--- src/rtl/tron_pkg.sv ---
// Shared types and frame-geometry constants for the trail painter.
package tron_pkg;
  localparam int H_WORDS = 320;
  localparam int V_LINES = 480;
  localparam int CELL_PX = 4;
  localparam int GRID_W  = 160;
  localparam int GRID_H  = 120;

  typedef enum logic [1:0] {CLEAR, IDLE, PAINT_B, PAINT_R} painter_state_t;

  typedef enum logic [3:0] {
    RED_TRAIL  = 4'h4,
    BLUE_TRAIL = 4'h6,
    BLOCKED    = 4'h7,
    BG_COLOR   = 4'h8,
    COLLIDE    = 4'hE
  } colour_t;

  typedef struct packed {
    logic [9:0] x;
    logic [9:0] y;
  } cell_t;

  // Both pixels of a buffer word take the same colour.
  function automatic logic [15:0] pix_word(colour_t c);
    return {4'h0, c, 4'h0, c};
  endfunction
endpackage

--- src/rtl/trail_painter_if.sv ---
// Frame-buffer write port: one word per cycle while WE is high.
interface trail_painter_if;
  logic        WE;
  logic [18:0] write_address;
  logic [15:0] Data_In;

  modport master (output WE, write_address, Data_In);
  modport slave  (input  WE, write_address, Data_In);
endinterface

--- src/rtl/trail_painter_frame_tick_sync.sv ---
// Brings the asynchronous frame strobe into Clk and emits a one-cycle tick per rising edge.
module frame_tick_sync (
  input  logic Clk,
  input  logic Reset_n,
  input  logic frame_clk,
  output logic tick
);
  logic [2:0] sync_pipe;

  always_ff @(posedge Clk or negedge Reset_n) begin
    if (!Reset_n) begin
      sync_pipe <= '0;
      tick      <= 1'b0;
    end else begin
      sync_pipe <= {sync_pipe[1:0], frame_clk};
      tick      <= sync_pipe[1] & ~sync_pipe[2];
    end
  end
endmodule

--- src/rtl/trail_painter.sv ---
// Sole writer of the frame buffer: background sweep after reset/clear, then 4x4 trail blocks per frame tick.
module trail_painter
  import tron_pkg::*;
#(
  parameter int LINE_WORDS  = H_WORDS,
  parameter int FRAME_LINES = V_LINES
) (
  input  logic           Clk,
  input  logic           Reset_n,
  input  logic           frame_clk,
  input  logic           clear_req,
  input  logic           paint_en,
  input  logic [9:0]     Blue_X_real,
  input  logic [9:0]     Blue_Y_real,
  input  logic [9:0]     Red_X_real,
  input  logic [9:0]     Red_Y_real,
  trail_painter_if.master fb,
  output logic           busy,
  output logic           clear_done
);
  localparam int          GW       = 2 * LINE_WORDS / CELL_PX;
  localparam int          GH       = FRAME_LINES / CELL_PX;
  localparam logic [17:0] CLR_LAST = 18'(LINE_WORDS * FRAME_LINES - 1);

  logic           tick, take, start;
  painter_state_t state, state_n;
  logic [17:0]    clr_cnt, clr_cnt_n;
  logic [2:0]     blk_cnt, blk_cnt_n;
  logic           pending, pending_n, clr_last, clr_last_n;
  cell_t          blue, blue_n, red, red_n, blue_in, red_in, sel;
  logic           we_q, we_n, busy_n;
  logic [18:0]    addr_q, addr_n, blk_addr;
  logic [15:0]    data_q, data_n;

  frame_tick_sync u_tick_sync (.Clk(Clk), .Reset_n(Reset_n), .frame_clk(frame_clk), .tick(tick));

  function automatic logic on_grid(cell_t p);
    return (p.x < 10'(GW)) && (p.y < 10'(GH));
  endfunction

  assign blue_in = {Blue_X_real, Blue_Y_real};
  assign red_in  = {Red_X_real, Red_Y_real};
  assign take    = tick & paint_en;
  assign sel     = (state == PAINT_R) ? red : blue;
  // blk_cnt walks rows in [2:1] and the two words of a row in [0]
  assign blk_addr = (19'(sel.y) * 19'(CELL_PX) + 19'(blk_cnt[2:1])) * 19'(LINE_WORDS)
                  + 19'(sel.x) * 19'(CELL_PX / 2) + 19'(blk_cnt[0]);

  always_comb begin
    state_n    = state;
    clr_cnt_n  = clr_cnt;
    blk_cnt_n  = blk_cnt;
    pending_n  = pending;
    clr_last_n = 1'b0;
    blue_n     = blue;
    red_n      = red;
    we_n       = 1'b0;
    addr_n     = addr_q;
    data_n     = data_q;
    start      = 1'b0;

    unique case (state)
      CLEAR: begin
        we_n   = 1'b1;
        addr_n = 19'(clr_cnt);
        data_n = pix_word(BG_COLOR);
        if (clr_cnt == CLR_LAST) begin
          state_n    = IDLE;
          clr_cnt_n  = '0;
          clr_last_n = 1'b1;
        end else begin
          clr_cnt_n = clr_cnt + 18'd1;
        end
      end
      IDLE: start = take;
      PAINT_B, PAINT_R: begin
        we_n      = 1'b1;
        addr_n    = blk_addr;
        data_n    = (state == PAINT_B) ? pix_word(BLUE_TRAIL) : pix_word(RED_TRAIL);
        blk_cnt_n = blk_cnt + 3'd1;
        if (take) pending_n = 1'b1;
        if (blk_cnt == 3'd7) begin
          if (state == PAINT_B && on_grid(red)) state_n = PAINT_R;
          else if (pending || take)             start   = 1'b1;
          else                                  state_n = IDLE;
        end
      end
      default: state_n = CLEAR;
    endcase

    // A new paint (fresh tick or pending repaint) re-latches both bikes
    if (start) begin
      blue_n    = blue_in;
      red_n     = red_in;
      blk_cnt_n = '0;
      pending_n = 1'b0;
      if (on_grid(blue_in))     state_n = PAINT_B;
      else if (on_grid(red_in)) state_n = PAINT_R;
      else                      state_n = IDLE;
    end

    // Clear issues address 0 immediately so the sweep starts the very next cycle
    if (clear_req) begin
      state_n    = CLEAR;
      we_n       = 1'b1;
      addr_n     = '0;
      data_n     = pix_word(BG_COLOR);
      clr_cnt_n  = 18'd1;
      blk_cnt_n  = '0;
      pending_n  = 1'b0;
      clr_last_n = 1'b0;
    end

    busy_n = (state_n != IDLE);
  end

  always_ff @(posedge Clk or negedge Reset_n) begin
    if (!Reset_n) begin
      state      <= CLEAR;
      clr_cnt    <= '0;
      blk_cnt    <= '0;
      pending    <= 1'b0;
      clr_last   <= 1'b0;
      blue       <= '0;
      red        <= '0;
      we_q       <= 1'b0;
      addr_q     <= '0;
      data_q     <= '0;
      busy       <= 1'b0;
      clear_done <= 1'b0;
    end else begin
      state      <= state_n;
      clr_cnt    <= clr_cnt_n;
      blk_cnt    <= blk_cnt_n;
      pending    <= pending_n;
      clr_last   <= clr_last_n;
      blue       <= blue_n;
      red        <= red_n;
      we_q       <= we_n;
      addr_q     <= addr_n;
      data_q     <= data_n;
      busy       <= busy_n;
      clear_done <= clr_last;
    end
  end

  assign fb.WE            = we_q;
  assign fb.write_address = addr_q;
  assign fb.Data_In       = data_q;
endmodule

--- src/flat_wrapper.sv ---
// flat-port wrapper written by rule: the top's interface ports become plain ports
module trail_painter_flat import tron_pkg::*;
#(
  parameter int LINE_WORDS  = H_WORDS,
  parameter int FRAME_LINES = V_LINES
)
  (Clk, Reset_n, frame_clk, clear_req, paint_en, Blue_X_real, Blue_Y_real, Red_X_real, Red_Y_real, busy, clear_done, fb_WE, fb_write_address, fb_Data_In);
  trail_painter_if fb_i ();
  input  logic Clk;
  input  logic Reset_n;
  input  logic frame_clk;
  input  logic clear_req;
  input  logic paint_en;
  input  logic [9:0] Blue_X_real;
  input  logic [9:0] Blue_Y_real;
  input  logic [9:0] Red_X_real;
  input  logic [9:0] Red_Y_real;
  output logic busy;
  output logic clear_done;
  output wire logic [$bits(fb_i.WE)-1:0] fb_WE;
  output wire logic [$bits(fb_i.write_address)-1:0] fb_write_address;
  output wire logic [$bits(fb_i.Data_In)-1:0] fb_Data_In;
  assign fb_WE = fb_i.WE;
  assign fb_write_address = fb_i.write_address;
  assign fb_Data_In = fb_i.Data_In;
  trail_painter #(.LINE_WORDS(LINE_WORDS), .FRAME_LINES(FRAME_LINES)) u_core (.Clk(Clk), .Reset_n(Reset_n), .frame_clk(frame_clk), .clear_req(clear_req), .paint_en(paint_en), .Blue_X_real(Blue_X_real), .Blue_Y_real(Blue_Y_real), .Red_X_real(Red_X_real), .Red_Y_real(Red_Y_real), .fb(fb_i), .busy(busy), .clear_done(clear_done));
endmodule
--- config.mk ---
export PLATFORM = sky130hd
export DESIGN_NAME = trail_painter_flat
export DESIGN_NICKNAME = d
export VERILOG_FILES = /design/src/rtl/tron_pkg.sv /design/src/rtl/trail_painter_if.sv /design/src/rtl/trail_painter_frame_tick_sync.sv /design/src/rtl/trail_painter.sv /design/src/flat_wrapper.sv
export SDC_FILE = /design/constraint.sdc
export NUM_CORES = 1
export LEC_CHECK = 0
export ABC_CLOCK_PERIOD_IN_PS = 6050
export CAP_MARGIN = 20
export CORE_MARGIN = 5
export CORE_UTILIZATION = 55
export CTS_BUF_LIST = sky130_fd_sc_hd__clkbuf_4 sky130_fd_sc_hd__clkbuf_8 sky130_fd_sc_hd__clkbuf_16
export DETAILED_ROUTE_END_ITERATION = 8
export PLACE_DENSITY = 0.78
export SETUP_SLACK_MARGIN = 0.3
export SYNTH_ARGS = -nofsm -noshare
export SYNTH_HDL_FRONTEND = slang
export SYNTH_SLANG_ARGS = --single-unit
--- constraint.sdc ---
create_clock -name Clk -period 6.05 [get_ports Clk]
set_clock_uncertainty 0.2 [all_clocks]
set_input_delay 1.815 -clock Clk [delete_from_list [all_inputs] [get_ports Clk]]
set_output_delay 1.815 -clock Clk [all_outputs]
set_load 0.005 [all_outputs]
==> flow_metrics.env, run 1 <==
export IMPL_cp_arrival_ps=4320
export IMPL_clkSinkCount=94
export IMPL_yosysTopAreaCell="dfrtp_1"
export IMPL_cts_hold_buffers_added=0
export IMPL_vias_per_cell=5.84
export IMPL_setup_slack_ps=1760
export IMPL_relSlewSlack_pct=46.6
export IMPL_synth_xor_area_share_pct=3.51
export IMPL_core_rowCount=36
export IMPL_synth_distinct_cells=56
export IMPL_place_ws_ps=1750
export IMPL_die_x_um=109
export IMPL_synth_edf_count=0
export IMPL_initial_utilization_pct=55.8
export IMPL_synth_most_common_cell="dfrtp_1"
export IMPL_layout_drive_gt1_share_pct=15.7
export IMPL_area_growth_pct=17.8
export IMPL_die_y_um=109
export IMPL_power_leakage_nw=2.87
export IMPL_synth_compound_area_share_pct=13.1
export IMPL_period_share_pct=71.0
export IMPL_dp_hpwl_um=8980
export IMPL_n_antenna_cell=0
export IMPL_tightest_slew_ps=797
export IMPL_start_kind="flop"
export IMPL_criticalPathCategory="reg -> reg"
export IMPL_outcome="finished, final reports clean"
export IMPL_grt_total_usage_pct=22.0
export IMPL_cts_htree_levels=3
export IMPL_clock_latency_ps=370
export IMPL_ys_seq_area_share_pct=43.7
export IMPL_synth_top_area_share_pct=43.7
export IMPL_postCtsSetupBuffers=0
export IMPL_synth_top_family_by_area="multiplexers"
export IMPL_finalCriticalPeriod_ps=4290
export IMPL_synth_warnings=0
export IMPL_muxShareOfSynthArea_pct=16.0
export IMPL_num_io_pins=83
export IMPL_synth_simple_area_share_pct=12.7
export IMPL_grt_max_degree=49
export IMPL_cp_data_required_time_ps=6080
export IMPL_drc=0
export IMPL_cts_repair_resized=0
export IMPL_syn_area_sq_um=5380
export IMPL_p_per_area_nw_per_um2=311
export IMPL_drt_total_wl_um=12200
export IMPL_vias=4093
export IMPL_routabilityCongestion=0.862
export IMPL_syn_inst=503
export IMPL_rsz0062_at_grt="no"
export IMPL_die_area_sq_um=11900
export IMPL_cts_tree="done"
export IMPL_postRouteAntennaNets=0
export IMPL_core_area_sq_um=9640
export IMPL_cp_max_fo=15
export IMPL_grt_pass1_vias=4183
export IMPL_irDropWorstVdd_uv=251
export IMPL_grt_ovfl_total=0
export IMPL_drv_cap=0
export IMPL_post_synth_cell_area_avg_sq_um=10.7
export IMPL_drt_iter0_drc=207
export IMPL_ctsLongestPathBuffers=2
export IMPL_cts_root_buf="clkbuf_8"
export IMPL_grt_pass1_wl_um=20700
export IMPL_finalHoldViolCount=0
export IMPL_synth_adder_area_share_pct=6.10
export IMPL_yosys_register_bits=94
export IMPL_setup_viol=0
export IMPL_hp_class="reg -> reg"
export IMPL_cp_end_kind="flop"
export IMPL_synthTopCellsByArea="dfrtp_1 (44%), mux2_2 (11%), ha_1 (5.4%)"
export IMPL_antenna_found_initial=0
export IMPL_dr_pass1_iters=4
export IMPL_ys_async_sr_fraction_pct=100
export IMPL_cts_clk_slew_worst_paths_ps=110
export IMPL_synth_common_cells="dfrtp_1 (94), mux2_2 (52), o21ai_0 (30)"
export IMPL_wl_per_cell_um=17.5
export IMPL_final_util_pct=65.7
export IMPL_port_buffers=72
export IMPL_ys_dominant_reg_cell="dfrtp_1"
export IMPL_max_clock_freq_mhz=233
export IMPL_maxSlewViolCount=0
export IMPL_setup_tns_ps=0
export IMPL_numCtsBuffers=9
export IMPL_nets=633
-- cells by family (layout without fill, tap and decap cells) --
kind of cell             Yosys count  after routing
buffers and inverters             52            108
adder cells (fa/ha/maj)           25             25
XOR/XNOR                          20             20
AND/OR/NAND/NOR                  132            132
AO/OA/AOI/OAI                    106            106
other                              1             10
multiplexers                      73             73
flip-flops                        94             94
-- area by class of cell --
cell class | count | area, sq um
clock buffers | 9 | 124
clock inverters | 7 | 63.8
fillers | 782 | 3310
inverters | 14 | 52.6
multi-input cells | 366 | 2810
flip-flops and latches | 94 | 2350
well taps | 133 | 166
repair buffers | 78 | 763
-- cells in the final DEF (no fill, tap or decap), types with 4 or more instances in the layout --
| master | synthesis | layout |
|---|---|---|
| nor2b_1 | 10 | 10 |
| xor2_1 | 14 | 14 |
| nor2_1 | 28 | 28 |
| o21ai_0 | 30 | 30 |
| clkdlybuf4s50_1 | 0 | 71 |
| a31oi_1 | 10 | 10 |
| ha_1 | 23 | 23 |
| and3_1 | 4 | 4 |
| conb_1 | 1 | 10 |
| nand2_1 | 27 | 27 |
| mux4_2 | 5 | 5 |
| dfrtp_1 | 94 | 94 |
| inv_1 | 14 | 14 |
| xnor2_1 | 5 | 5 |
| mux2_2 | 52 | 52 |
| nor4_1 | 4 | 4 |
| nor3_1 | 13 | 13 |
| buf_4 | 14 | 7 |
| a211oi_1 | 9 | 9 |
| o211ai_1 | 7 | 7 |
| nand3_1 | 11 | 11 |
| clkbuf_8 | 0 | 9 |
| a21oi_1 | 21 | 21 |
| and2_1 | 5 | 5 |
| mux2i_1 | 16 | 16 |
| nand4_1 | 12 | 12 |
-- path summary, 6_finish.rpt --
kind / start / to / slack [ps] / depth (start not counted)
max: u_core.state[1] / u_core.fb.write_address[17] / 1760 / 11
min: u_core.clr_last / u_core.clear_done / 150 / 0
min in group asynchronous: Reset_n / u_core.u_tick_sync.sync_pipe[0] / 1260 / 1
max reg2reg: u_core.state[1] / u_core.fb.write_address[17] / 1760 / 11
min reg2reg: u_core.clr_last / u_core.clear_done / 150 / 0
max in group asynchronous: Reset_n / u_core.fb.write_address[11] / 3360 / 2
-- critical path: stages, from the launching register on --
cell       delay (ps)
dfrtp_1           400
nand2_1           500
mux2_2            420
ha_1              280
ha_1              250
fa_1              440
ha_1              360
nand2_1            60
o21ai_0           450
nand3_2           170
o211a_1           250
a2111oi_1         360
-- routing by layer --
metal / GRT usage, % / vias to the layer above / share of wire [%]
met1: 29.8 / 2030 / 44
met2: 36.4 / 111 / 49
met3: 4.50 / 13 / 5.0
met4: 5.59 / 0 / 1.1
met5: 0 / - / 0
li1: - / 1939 / -
-- power breakdown --
part / internal (W) / total, W / switching (W)
registers: 0.000744 / 0.000830 / 0.0000858
logic: 0.000351 / 0.000736 / 0.000385
clock network: 0.000158 / 0.000403 / 0.000245
-- sequential cells by signal, indices dropped and copies added (netlist names), 2 cells and up --
name                          flops
u_core.blue                      20
u_core.red                       20
u_core.u_tick_sync.sync_pipe      3
u_core.state                      2
u_core.fb.Data_In                 3
u_core.fb.write_address          19
u_core.clr_cnt                   18
u_core.blk_cnt                    3
-- through the flow --
| step | instances | hold slack, ps | total power [W] | area [sq um] |
|---|---|---|---|---|
| 2_1_floorplan | 512 | 131 | 0.00135 | 5410 |
| 3_3_place_gp | 685 | 132 | 0.00154 | 6150 |
| 3_5_place_dp | 685 | 141 | 0.00157 | 6150 |
| 4_1_cts | 701 | 152 | 0.00197 | 6330 |
| 5_1_grt | 701 | 181 | 0.00209 | 6330 |
| 6_report | 701 | 150 | 0.00197 | 6330 |
Power figures use the tool's default switching activity.
==> run 2: changes to the inputs <==
--- a/config.mk
+++ b/config.mk
@@ -5,7 +5,7 @@
 export SDC_FILE = /design/constraint.sdc
 export NUM_CORES = 1
 export LEC_CHECK = 0
-export ABC_CLOCK_PERIOD_IN_PS = 6050
+export ABC_CLOCK_PERIOD_IN_PS = 4500
 export CAP_MARGIN = 20
 export CORE_MARGIN = 5
 export CORE_UTILIZATION = 55
==> constraint.sdc (replaced) <==
create_clock -name Clk -period 4.5 [get_ports Clk]
set_clock_uncertainty 0.2 [all_clocks]
set_input_delay 1.35 -clock Clk [delete_from_list [all_inputs] [get_ports Clk]]
set_output_delay 1.35 -clock Clk [all_outputs]
set_load 0.005 [all_outputs]
==> flow_metrics.env, run 2 (synthesis results as in run 1) <==
export IMPL_dr_pass1_iters=5
export IMPL_cts_root_buf="clkbuf_8"
export IMPL_antenna_found_initial=0
export IMPL_placedCellCount=689
export IMPL_ff2ff_path_depth=11
export IMPL_maxSlewViolCount=0
export IMPL_drc=0
export IMPL_nets=637
export IMPL_cp_max_fo=5
export IMPL_wl_per_cell_um=17.4
export IMPL_final_cells=704
export IMPL_clkSinkCount=94
export IMPL_setup_tns_ps=0
export IMPL_mostFrequentLayoutCells="dfrtp_1 (94), clkdlybuf4s50_1 (71), mux2_2 (52), o21ai_0 (30), nor2_1 (28)"
export IMPL_max_clock_freq_mhz=257
export IMPL_cp_end_kind="flop"
export IMPL_die_x_um=109
export IMPL_cts_tree="done"
export IMPL_numCtsBuffers=9
export IMPL_finalCriticalPeriod_ps=3890
export IMPL_grt_ovfl_total=0
export IMPL_grt_total_usage_pct=21.6
export IMPL_setup_slack_ps=609
export IMPL_cts_repair_resized=0
export IMPL_area_growth_pct=18.8
export IMPL_grt_max_degree=67
export IMPL_final_common_cell="dfrtp_1"
export IMPL_postCtsSetupBuffers=0
export IMPL_n_antenna_cell=0
export IMPL_irDropWorstVdd_uv=235
export IMPL_outcome="finished, final reports clean"
export IMPL_die_area_sq_um=11900
export IMPL_cts_clk_slew_worst_paths_ps=90
export IMPL_grt_pass1_vias=4091
export IMPL_p_per_area_nw_per_um2=428
export IMPL_finish_instance_area_sq_um=6390
export IMPL_placed_area_sq_um=6180
export IMPL_slowest_delay_ps=440
export IMPL_drt_total_wl_um=12200
export IMPL_postRouteAntennaNets=0
export IMPL_cts_htree_levels=3
export IMPL_core_area_sq_um=9640
export IMPL_grt_pass1_wl_um=20300
export IMPL_core_rowCount=36
export IMPL_clock_latency_ps=360
export IMPL_vias=4134
export IMPL_die_y_um=109
export IMPL_power_leakage_nw=2.91
export IMPL_critical_path_cell_chain="nand2_1 -> mux2_2 -> ha_1 -> ha_1 -> fa_1 -> ha_1 -> nand2_1 -> o21ai_0 -> nand3_2 -> o211a_1 -> a2111oi_1"
export IMPL_setup_viol=0
export IMPL_cp_slowest_cell="fa_1"
export IMPL_vias_per_cell=5.87
export IMPL_cp_arrival_ps=3920
export IMPL_drt_iter0_drc=224
export IMPL_finalHoldViolCount=0
export IMPL_cts_hold_buffers_added=0
export IMPL_hp_class="reg -> reg"
export IMPL_criticalPathCategory="reg -> reg"
export IMPL_routabilityCongestion=0.890
export IMPL_cp_data_required_time_ps=4530
export IMPL_dp_hpwl_um=9110
export IMPL_whs_path_depth=0
export IMPL_start_kind="flop"
export IMPL_ctsLongestPathBuffers=2
export IMPL_place_ws_ps=651
export IMPL_rsz0062_at_grt="no"
export IMPL_layout_drive_gt1_share_pct=16.1
export IMPL_period_share_pct=86.5
export IMPL_relSlewSlack_pct=42.0
export IMPL_initial_utilization_pct=55.8
export IMPL_port_buffers=72
export IMPL_drv_cap=0
export IMPL_num_io_pins=83
export IMPL_tightest_slew_ps=866
export IMPL_cpMostUsedCell="ha_1"
-- run 2: metrics by stage --
| step | total power (W) | hold slack [ps] | util, % |
|---|---|---|---|
| after global routing | 0.00290 | 179 | 66.3 |
| after global placement | 0.00207 | 143 | 64.1 |
| after floorplan | 0.00182 | 131 | - |
| after CTS | 0.00274 | 167 | 66.3 |
| final | 0.00274 | 166 | 66.3 |
| after detailed placement | 0.00212 | 137 | 64.1 |
-- run 2: path summary, 6_finish.rpt --
| path | from | endpoint | slack (ps) |
|---|---|---|---|
| min | u_core.u_tick_sync.sync_pipe[0] | u_core.u_tick_sync.sync_pipe[1] | 170 |
| max in group asynchronous | Reset_n | u_core.blue[2] | 2490 |
| max reg2reg | u_core.state[0] | u_core.fb.write_address[17] | 610 |
| max | u_core.state[0] | u_core.fb.write_address[17] | 610 |
| min reg2reg | u_core.u_tick_sync.sync_pipe[0] | u_core.u_tick_sync.sync_pipe[1] | 170 |
| min in group asynchronous | Reset_n | u_core.blue[14] | 870 |
-- run 2: worst max-delay path, delay by kind of cell, from the launching register on --
| kind | cells | cell delay, ps |
|---|---|---|
| adder cells (fa/ha/maj) | 4 | 1330 |
| AO/OA/AOI/OAI | 3 | 1070 |
| flip-flops | 1 | 400 |
| AND/OR/NAND/NOR | 3 | 390 |
| multiplexers | 1 | 380 |
-- run 2: cell type report --
cell class / instances / area (sq um)
Clock inverter: 6 / 91.3
Sequential cell: 94 / 2350
Inverter: 14 / 52.6
Fill cell: 798 / 3250
Clock buffer: 9 / 124
Multi-Input combinational cell: 366 / 2810
Timing Repair Buffer: 82 / 793
Tap cell: 133 / 166
-- run 2: metal layers --
layer / up-vias / part of all wire, % / GRT usage [%]
li1: 1946 / - / -
met1: 2059 / 43 / 29.1
met2: 109 / 51 / 36.4
met3: 20 / 4.7 / 3.79
met4: 0 / 1.4 / 5.59
met5: - / 0 / 0
-- run 2: power breakdown --
part	switching, W	internal (W)
clock	0.000306	0.000315
combinational	0.000520	0.000474
sequential	0.000119	0.00100
==> run 3: changes to the inputs <==
--- a/config.mk
+++ b/config.mk
@@ -11,7 +11,7 @@
 export CORE_UTILIZATION = 55
 export CTS_BUF_LIST = sky130_fd_sc_hd__clkbuf_4 sky130_fd_sc_hd__clkbuf_8 sky130_fd_sc_hd__clkbuf_16
 export DETAILED_ROUTE_END_ITERATION = 8
-export PLACE_DENSITY = 0.78
+export PLACE_DENSITY = 0.81
 export SETUP_SLACK_MARGIN = 0.3
 export SYNTH_ARGS = -nofsm -noshare
 export SYNTH_HDL_FRONTEND = slang
==> flow_metrics.env, run 3 (synthesis results as in run 1) <==
export IMPL_cts_htree_levels=3
export IMPL_n_antenna_cell=0
export IMPL_core_area_sq_um=9640
export IMPL_grt_pass1_vias=4200
export IMPL_cts_clk_slew_worst_paths_ps=100
export IMPL_vias_per_cell=5.79
export IMPL_relSlewSlack_pct=42.1
export IMPL_drt_iter0_drc=168
export IMPL_cp_end_kind="flop"
export IMPL_outcome="finished, final reports clean"
export IMPL_power_leakage_nw=2.88
export IMPL_postRouteAntennaNets=0
export IMPL_finalCriticalPeriod_ps=3910
export IMPL_rsz0062_at_grt="no"
export IMPL_irDropWorstVdd_uv=274
export IMPL_num_fill_cells=775
export IMPL_ctsLongestPathBuffers=2
export IMPL_drv_cap=0
export IMPL_final_util_pct=66.0
export IMPL_crit_buf_inv=2
export IMPL_cts_hold_buffers_added=0
export IMPL_initial_utilization_pct=55.8
export IMPL_slowest_delay_ps=430
export IMPL_clkSinkCount=94
export IMPL_grt_total_usage_pct=22.5
export IMPL_vias=4079
export IMPL_wl_per_cell_um=17.6
export IMPL_final_common_cell="dfrtp_1"
export IMPL_start_kind="flop"
export IMPL_clock_latency_ps=380
export IMPL_maxSlewViolCount=0
export IMPL_layout_drive_gt1_share_pct=16.1
export IMPL_setup_viol=0
export IMPL_grt_ovfl_total=0
export IMPL_crit_family="compound AO/OA/AOI/OAI gates"
export IMPL_num_io_pins=83
export IMPL_multi_input_area_sq_um=2810
export IMPL_dp_hpwl_um=9180
export IMPL_dr_pass1_iters=6
export IMPL_core_rowCount=36
export IMPL_tightest_slew_ps=868
export IMPL_drc=0
export IMPL_drt_total_wl_um=12400
export IMPL_numCtsBuffers=9
export IMPL_postCtsSetupBuffers=0
export IMPL_cts_repair_resized=0
export IMPL_finalHoldViolCount=0
export IMPL_grt_max_degree=70
export IMPL_port_buffers=72
export IMPL_area_growth_pct=18.4
export IMPL_power_w=0.00264
export IMPL_cts_root_buf="clkbuf_8"
export IMPL_setup_tns_ps=0
export IMPL_mostFrequentLayoutCells="dfrtp_1 (94), clkdlybuf4s50_1 (71), mux2_2 (52), o21ai_0 (30), nor2_1 (28)"
export IMPL_hp_class="reg -> reg"
export IMPL_period_share_pct=86.8
export IMPL_cp_slowest_cell="ha_1"
export IMPL_antenna_found_initial=0
export IMPL_cp_data_required_time_ps=4560
export IMPL_grt_pass1_wl_um=20800
export IMPL_cp_arrival_ps=3970
export IMPL_die_x_um=109
export IMPL_cts_tree="done"
export IMPL_routabilityCongestion=0.840
export IMPL_die_area_sq_um=11900
export IMPL_die_y_um=109
export IMPL_max_clock_freq_mhz=256
export IMPL_whs_ps=161
export IMPL_nets=636
export IMPL_cpMostUsedCell="ha_1"
export IMPL_criticalPathCategory="reg -> reg"
export IMPL_placedCellCount=688
export IMPL_p_per_area_nw_per_um2=415
export IMPL_seq_area_sq_um=2350
export IMPL_final_cells=704
export IMPL_critical_path_cell_chain="nand2_1 -> buf_4 -> mux2i_1 -> inv_1 -> ha_1 -> ha_1 -> o211ai_1 -> o21ai_0 -> xor2_1 -> nand3_2 -> o211a_1 -> a2111oi_1"
export IMPL_cp_max_fo=12
run 3: metal layers:
layer  up-vias  global-route usage [%]  wire length [um]
met3         6                    5.92               614
met5         -                       0                 0
met4         0                    5.05                76
met1      2027                    28.4              5320
met2       110                    38.8              6410
li1       1936                       -                 -
run 3: final cells by class:
| class | count | area share [%] |
|---|---|---|
| inverters | 14 | 0.826 |
| repair buffers | 81 | 12.5 |
| multi-input cells | 366 | 44.2 |
| well taps | 133 | 2.61 |
| clock buffers | 10 | 2.16 |
| flip-flops and latches | 94 | 37.0 |
| clock inverters | 6 | 0.727 |
run 3: report_power, final:
part | leakage [nW] | switching (W) | internal, W
logic | 1.54 | 0.000519 | 0.000475
registers | 1.25 | 0.000115 | 0.00100
clock network | 0.0889 | 0.000313 | 0.000219
total | 2.88 | 0.000947 | 0.00169
run 3: path summary, 6_finish.rpt:
kind                       cells after the start                               to                       startpoint  slack, ps
hold / removal                                 0  u_core.u_tick_sync.sync_pipe[1]  u_core.u_tick_sync.sync_pipe[0]        160
max in group asynchronous                      2                   u_core.red[19]                          Reset_n       2480
hold reg to reg                                0  u_core.u_tick_sync.sync_pipe[1]  u_core.u_tick_sync.sync_pipe[0]        160
min in group asynchronous                      1                      u_core.busy                          Reset_n        880
setup / recovery                              12      u_core.fb.write_address[17]                  u_core.state[0]        590
setup reg to reg                              12      u_core.fb.write_address[17]                  u_core.state[0]        590
run 3: metrics by stage:
step	setup WS (ps)	instance area, sq um
2_1_floorplan	387	5410
3_3_place_gp	768	6180
3_5_place_dp	649	6180
4_1_cts	629	6360
5_1_grt	377	6360
6_report	593	6360
